$ cat config.mk
export PLATFORM = sky130hd
export DESIGN_NAME = decimal_entry_encoder_flat
export DESIGN_NICKNAME = d
export VERILOG_FILES = /design/src/rtl/decimal_entry_encoder_pkg.sv /design/src/rtl/decimal_entry_encoder_if.sv /design/src/rtl/decimal_entry_encoder.sv /design/src/flat_wrapper.sv
export SDC_FILE = /design/constraint.sdc
export NUM_CORES = 1
export LEC_CHECK = 0
export CORE_MARGIN = 3
export CORE_UTILIZATION = 55
export DETAILED_ROUTE_END_ITERATION = 16
export PLACE_DENSITY = 0.8
export SLEW_MARGIN = 15
export SYNTH_ARGS = -nofsm -noshare
export SYNTH_HDL_FRONTEND = slang
export SYNTH_SLANG_ARGS = --single-unit
export TNS_END_PERCENT = 1
$ cat constraint.sdc
create_clock -name clk -period 13.6 [get_ports clk]
set_input_delay 4.08 -clock clk [delete_from_list [all_inputs] [get_ports clk]]
set_output_delay 4.08 -clock clk [all_outputs]
set_load 0.05 [all_outputs]
$ cat src/rtl/decimal_entry_encoder_pkg.sv
// Shared types, constants and the x10 accumulate helper for the decimal entry encoder.
package decimal_entry_pkg;

  typedef enum logic [1:0] {
    EMPTY  = 2'd0,
    ENTRY  = 2'd1,
    RESULT = 2'd2,
    ERROR  = 2'd3
  } state_t;

  localparam logic [3:0] DIGIT_MAX         = 4'd9;
  localparam int         ACC_W             = 10;
  localparam logic [7:0] DEFAULT_MAX_VALUE = 8'd150;

  // Shift-and-add form of acc*10 + digit; ACC_W bits hold 999 without wrapping.
  function automatic logic [ACC_W-1:0] times_ten_plus(input logic [ACC_W-1:0] acc,
                                                      input logic [3:0]       digit);
    return (acc << 3) + (acc << 1) + {{(ACC_W-4){1'b0}}, digit};
  endfunction

endpackage

$ cat src/rtl/decimal_entry_encoder_if.sv
// Digit-in / value-out handshake bundle of the decimal entry encoder.
interface decimal_entry_encoder_if;

  logic       digit_valid;
  logic [3:0] digit;
  logic       digit_ready;
  logic       enter;
  logic       clear;
  logic [7:0] value;
  logic       value_valid;
  logic       value_ready;
  logic       error;
  logic [1:0] digit_count;

  modport master (
    output digit_valid, digit, enter, clear, value_ready,
    input  digit_ready, value, value_valid, error, digit_count
  );

  modport slave (
    input  digit_valid, digit, enter, clear, value_ready,
    output digit_ready, value, value_valid, error, digit_count
  );

endinterface

$ cat src/rtl/decimal_entry_encoder.sv
// Accumulates MSD-first decimal digits into an 8-bit value limited to 0..MAX_VALUE.
// Define DECIMAL_ENTRY_AUTO_COMMIT_EN to commit implicitly on the MAX_DIGITS-th digit.
module decimal_entry_encoder
  import decimal_entry_pkg::*;
#(
  parameter int MAX_VALUE  = int'(DEFAULT_MAX_VALUE),
  parameter int MAX_DIGITS = 3
) (
  input  logic                    clk,
  input  logic                    reset,
  decimal_entry_encoder_if.slave  bus
);

  localparam logic [ACC_W-1:0] MAX_ACC = ACC_W'(MAX_VALUE);
  localparam logic [1:0]       MAX_CNT = 2'(MAX_DIGITS);

`ifdef DECIMAL_ENTRY_AUTO_COMMIT_EN
  localparam logic AUTO_COMMIT = 1'b1;
`else
  localparam logic AUTO_COMMIT = 1'b0;
`endif

  state_t           state;
  logic [ACC_W-1:0] acc;
  logic [1:0]       cnt;
  logic [7:0]       value_q;
  logic             value_valid_q;
  logic             error_q;

  logic             digit_ready;
  logic             offer;
  logic             accept;
  logic             illegal;
  logic [ACC_W-1:0] acc_app;
  logic [1:0]       cnt_app;
  logic             commit;

  // Pure decode of registered state; never looks at digit_valid.
  assign digit_ready = (state == EMPTY) || ((state == ENTRY) && (cnt < MAX_CNT));

  assign offer   = bus.digit_valid && digit_ready;
  assign accept  = offer && (bus.digit <= DIGIT_MAX);
  assign illegal = offer && (bus.digit > DIGIT_MAX);

  // A digit accepted alongside enter is appended before the range check.
  assign acc_app = accept ? times_ten_plus(acc, bus.digit) : acc;
  assign cnt_app = accept ? cnt + 2'd1 : cnt;
  assign commit  = (bus.enter && ((state == ENTRY) || accept)) ||
                   (AUTO_COMMIT && accept && (cnt_app == MAX_CNT));

  // NOTE: state registers use non-blocking assignments so every branch sees pre-edge values.
  always_ff @(posedge clk) begin
    if (reset) begin
      state         <= EMPTY;
      acc           <= '0;
      cnt           <= '0;
      value_q       <= '0;
      value_valid_q <= 1'b0;
      error_q       <= 1'b0;
    end else if (bus.clear) begin
      state         <= EMPTY;
      acc           <= '0;
      cnt           <= '0;
      value_valid_q <= 1'b0;
      error_q       <= 1'b0;
    end else begin
      case (state)
        EMPTY, ENTRY: begin
          if (illegal) begin
            state   <= ERROR;
            error_q <= 1'b1;
          end else if (commit) begin
            acc <= acc_app;
            cnt <= cnt_app;
            if (acc_app <= MAX_ACC) begin
              value_q       <= acc_app[7:0];
              value_valid_q <= 1'b1;
              state         <= RESULT;
            end else begin
              error_q <= 1'b1;
              state   <= ERROR;
            end
          end else if (accept) begin
            acc   <= acc_app;
            cnt   <= cnt_app;
            state <= ENTRY;
          end
        end
        RESULT: begin
          if (bus.value_ready) begin
            value_valid_q <= 1'b0;
            acc           <= '0;
            cnt           <= '0;
            state         <= EMPTY;
          end
        end
        ERROR: begin
          state <= ERROR;
        end
        default: state <= EMPTY;
      endcase
    end
  end

  assign bus.digit_ready = digit_ready;
  assign bus.digit_count = cnt;
  assign bus.value       = value_q;
  assign bus.value_valid = value_valid_q;
  assign bus.error       = error_q;

endmodule

$ cat src/flat_wrapper.sv
// flat-port wrapper written by rule: the top's interface ports become plain ports
module decimal_entry_encoder_flat import decimal_entry_pkg::*;
#(
  parameter int MAX_VALUE  = int'(DEFAULT_MAX_VALUE),
  parameter int MAX_DIGITS = 3
)
  (clk, reset, bus_digit_valid, bus_digit, bus_enter, bus_clear, bus_value_ready, bus_digit_ready, bus_value, bus_value_valid, bus_error, bus_digit_count);
  decimal_entry_encoder_if bus_i ();
  input  logic clk;
  input  logic reset;
  input wire logic [$bits(bus_i.digit_valid)-1:0] bus_digit_valid;
  input wire logic [$bits(bus_i.digit)-1:0] bus_digit;
  input wire logic [$bits(bus_i.enter)-1:0] bus_enter;
  input wire logic [$bits(bus_i.clear)-1:0] bus_clear;
  input wire logic [$bits(bus_i.value_ready)-1:0] bus_value_ready;
  output wire logic [$bits(bus_i.digit_ready)-1:0] bus_digit_ready;
  output wire logic [$bits(bus_i.value)-1:0] bus_value;
  output wire logic [$bits(bus_i.value_valid)-1:0] bus_value_valid;
  output wire logic [$bits(bus_i.error)-1:0] bus_error;
  output wire logic [$bits(bus_i.digit_count)-1:0] bus_digit_count;
  assign bus_i.digit_valid = bus_digit_valid;
  assign bus_i.digit = bus_digit;
  assign bus_i.enter = bus_enter;
  assign bus_i.clear = bus_clear;
  assign bus_i.value_ready = bus_value_ready;
  assign bus_digit_ready = bus_i.digit_ready;
  assign bus_value = bus_i.value;
  assign bus_value_valid = bus_i.value_valid;
  assign bus_error = bus_i.error;
  assign bus_digit_count = bus_i.digit_count;
  decimal_entry_encoder #(.MAX_VALUE(MAX_VALUE), .MAX_DIGITS(MAX_DIGITS)) u_core (.clk(clk), .reset(reset), .bus(bus_i));
endmodule
==> results.json <==
{
  "status": "complete, no violations",
  "crit_fanout": 8,
  "die_x_um": 60.99,
  "fmax_mhz": 133.2,
  "dieArea_sq_mm": 0.003719,
  "start_util": 0.5878,
  "maxSlewViolCount": 0,
  "fin_cells": 242,
  "worst_slew_pin_slew_ps": 632.0,
  "die_y_um": 60.99,
  "syn_area_per_cell_sq_um": 8.661,
  "min_period_ps": 7507,
  "hold_viol": 0,
  "drt-total-wl_um": 3728,
  "utilization": 0.6718,
  "viasPerCell": 6.079,
  "drive_gt1_frac": 0.1374,
  "grt_max_degree": 18,
  "hold-worst-slack_ps": 477.9,
  "critPathRequiredTime_ps": 13800,
  "path_class": "input port to register",
  "cp_data_arrival_time_ps": 7710,
  "power_density_mw_per_mm2": 68.94,
  "final_cell_mix": "24 x dfxtp_1, 22 x clkdlybuf4s50_1, 21 x nand2_1, 21 x a21oi_1",
  "synth_warnings": 0,
  "hold_end": "u_core.acc[9]",
  "coreArea_sq_mm": 0.002829,
  "hpwl_um": 2895,
  "regToRegStartpoint": "u_core.acc[0]",
  "dr.pass1.iters": 5,
  "area_growth_pct": 14.30,
  "relSlewSlack": 0.5775,
  "cts_buffer_depth": 2,
  "port_buffers": 22,
  "wl_per_cell_um": 15.40,
  "cp_slowest_stage_delay_ps": 530,
  "synthFlopType": "dfxtp_1",
  "dp_cells": 239,
  "cts-resized-gates": 0,
  "yosys.area.top_type": "dfxtp_1",
  "htree_levels": 1,
  "max-vdd-ir-drop_v": 0.00006655,
  "antenna_found_initial": 0,
  "place_congestion": 0.8112,
  "vias": 1471,
  "clk_latency_ps": 320,
  "cts_tree": "done",
  "tns_ps": 0,
  "synthArstFlopShare": 0,
  "synth-seq-area-share": 0.2889,
  "r2r_cells": 11,
  "critPathCaptureType": "register",
  "ant_nets": 0,
  "ys_types": 48,
  "synth_top_area_share": 0.2889,
  "period_share": 0.5520,
  "cts.sinks": 24,
  "cp-start-kind": "input port",
  "rsz0062_at_grt": "no",
  "syn-instance-count": 192,
  "hp-class": "register to register",
  "synth_nets": 219,
  "synth.ff_latch_count": 24,
  "p_leak_nw": 0.8195,
  "synth.cell_area_sq_mm": 0.001663,
  "cts-buffers-inserted": 3,
  "diodes": 0,
  "grt_first_pass_wirelength_um": 6230,
  "critPathSlowestCell": "fa_1",
  "cts-root-buf": "clkbuf_4",
  "cts_hold_buffers": 0,
  "min_from": "u_core.acc[9]",
  "post-cts-setup-buffers": 0,
  "setup_viol": 0,
  "nFillCells": 237,
  "total_power_mw": 0.1310,
  "final_common_cell": "dfxtp_1",
  "track_usage": 0.2186,
  "final_nets": 240,
  "worst_clock_skew_ps": 13.37,
  "synth-edff-count": 0,
  "rows": 19,
  "seq_area_sq_um": 480.5,
  "crit_chain": "clkdlybuf4s50_1 > inv_1 > fa_1 > inv_1 > fa_1 > a21o_1 > a211o_1 > a31oi_1 > a21boi_0 > o221ai_2 > nor3_4 > mux2_2",
  "worst_hold_path.num_cells": 2,
  "clk_pin_slew_ps": 130,
  "dr.first_iter.drc_count": 103,
  "grt_overflow": 0,
  "max-cap-violations": 0,
  "reg2reg_slack_ps": 9920,
  "reg2reg_to": "u_core.bus.value[4]",
  "synth_area_leaders": "dfxtp_1 29%, ha_1 11%, a21oi_1 6.3%",
  "multi_input_area_sq_mm": 0.001105,
  "ios": 23,
  "grt_pass1_vias": 1444,
  "drc_errors": 0
}
==> kinds of logic after synthesis <==
| family | count (synthesis) | share of synthesized area |
|---|---|---|
| simple gates | 70 | 0.2250 |
| compound gates | 52 | 0.2114 |
| flops | 24 | 0.2889 |
| fa+ha+maj | 17 | 0.1369 |
| buf+inv | 15 | 0.04665 |
| mux | 11 | 0.07524 |
| xor+xnor | 3 | 0.01580 |
==> where the power goes <==
group | switching, mW | total (mW) | internal (mW)
clock network | 0.0203 | 0.0307 | 0.0104
registers | 0.00149 | 0.0731 | 0.0716
logic | 0.0167 | 0.0272 | 0.0106
total | 0.0384 | 0.131 | 0.0926
==> worst max path at each step <==
stage	startpoint	cells after the start	to	slack, ps
floorplan	bus_digit[3]	11	u_core.bus.value[0]	6540
global route	bus_digit[3]	12	u_core.bus.value[4]	5870
CTS	bus_digit[3]	12	u_core.bus.value[4]	6100
detailed placement	bus_digit[3]	12	u_core.bus.value[4]	5770
global placement	bus_digit[3]	12	u_core.bus.value[1]	5900
finish	bus_digit[3]	12	u_core.bus.value[4]	6090
==> critical path, delay by kind of cell <==
family	cells	cell delay [ps]
mux	1	390
buf+inv	3	610
simple gates	1	350
compound gates	5	1280
fa+ha+maj	2	1000
==> Yosys cell counts, drive strengths merged (2+ instances only) <==
master  instances
a211o           2
a211oi          2
a21oi          22
a311oi          3
a31oi           3
and2b          10
and3            3
buf             2
clkbuf          4
dfxtp          24
fa              2
ha             15
inv             9
mux2            9
mux2i           2
nand2          21
nand3           6
nand4           2
nor2           15
nor2b           2
nor3            5
nor3b           3
o21ai           7
o21bai          2
xnor2           2
==> state kept, by name, indices dropped and copies added, names as in the netlist, named ones only <==
name                    cells
u_core.bus.error            1
u_core.acc                 10
u_core.bus.value_valid      1
u_core.bus.digit_count      2
u_core.bus.value            8
u_core.state                1
==> routing by layer <==
layer / vias up / global-route usage / wire (um)
met4: 0 / 0.05263 / 24
met2: 44 / 0.3679 / 1865
met1: 690 / 0.2828 / 1643
met3: 5 / 0.05106 / 194
met5: - / 0 / 0
li1: 732 / - / -
==> final cells by class <==
type,count,share of cell area
repair buffers,22,0.1159
clock buffers,3,0.01185
multi-input cells,153,0.5813
well taps,31,0.02041
flip-flops and latches,24,0.2528
inverters,9,0.01777
==> metrics by stage <==
| stage | instance area, sq um | worst slack (ps) |
|---|---|---|
| 2_1_floorplan | 1663 | 6544 |
| 3_3_place_gp | 1878 | 5900 |
| 3_5_place_dp | 1878 | 5770 |
| 4_1_cts | 1901 | 6099 |
| 5_1_grt | 1901 | 5873 |
| 6_report | 1901 | 6093 |
Power figures use the tool's default switching activity.
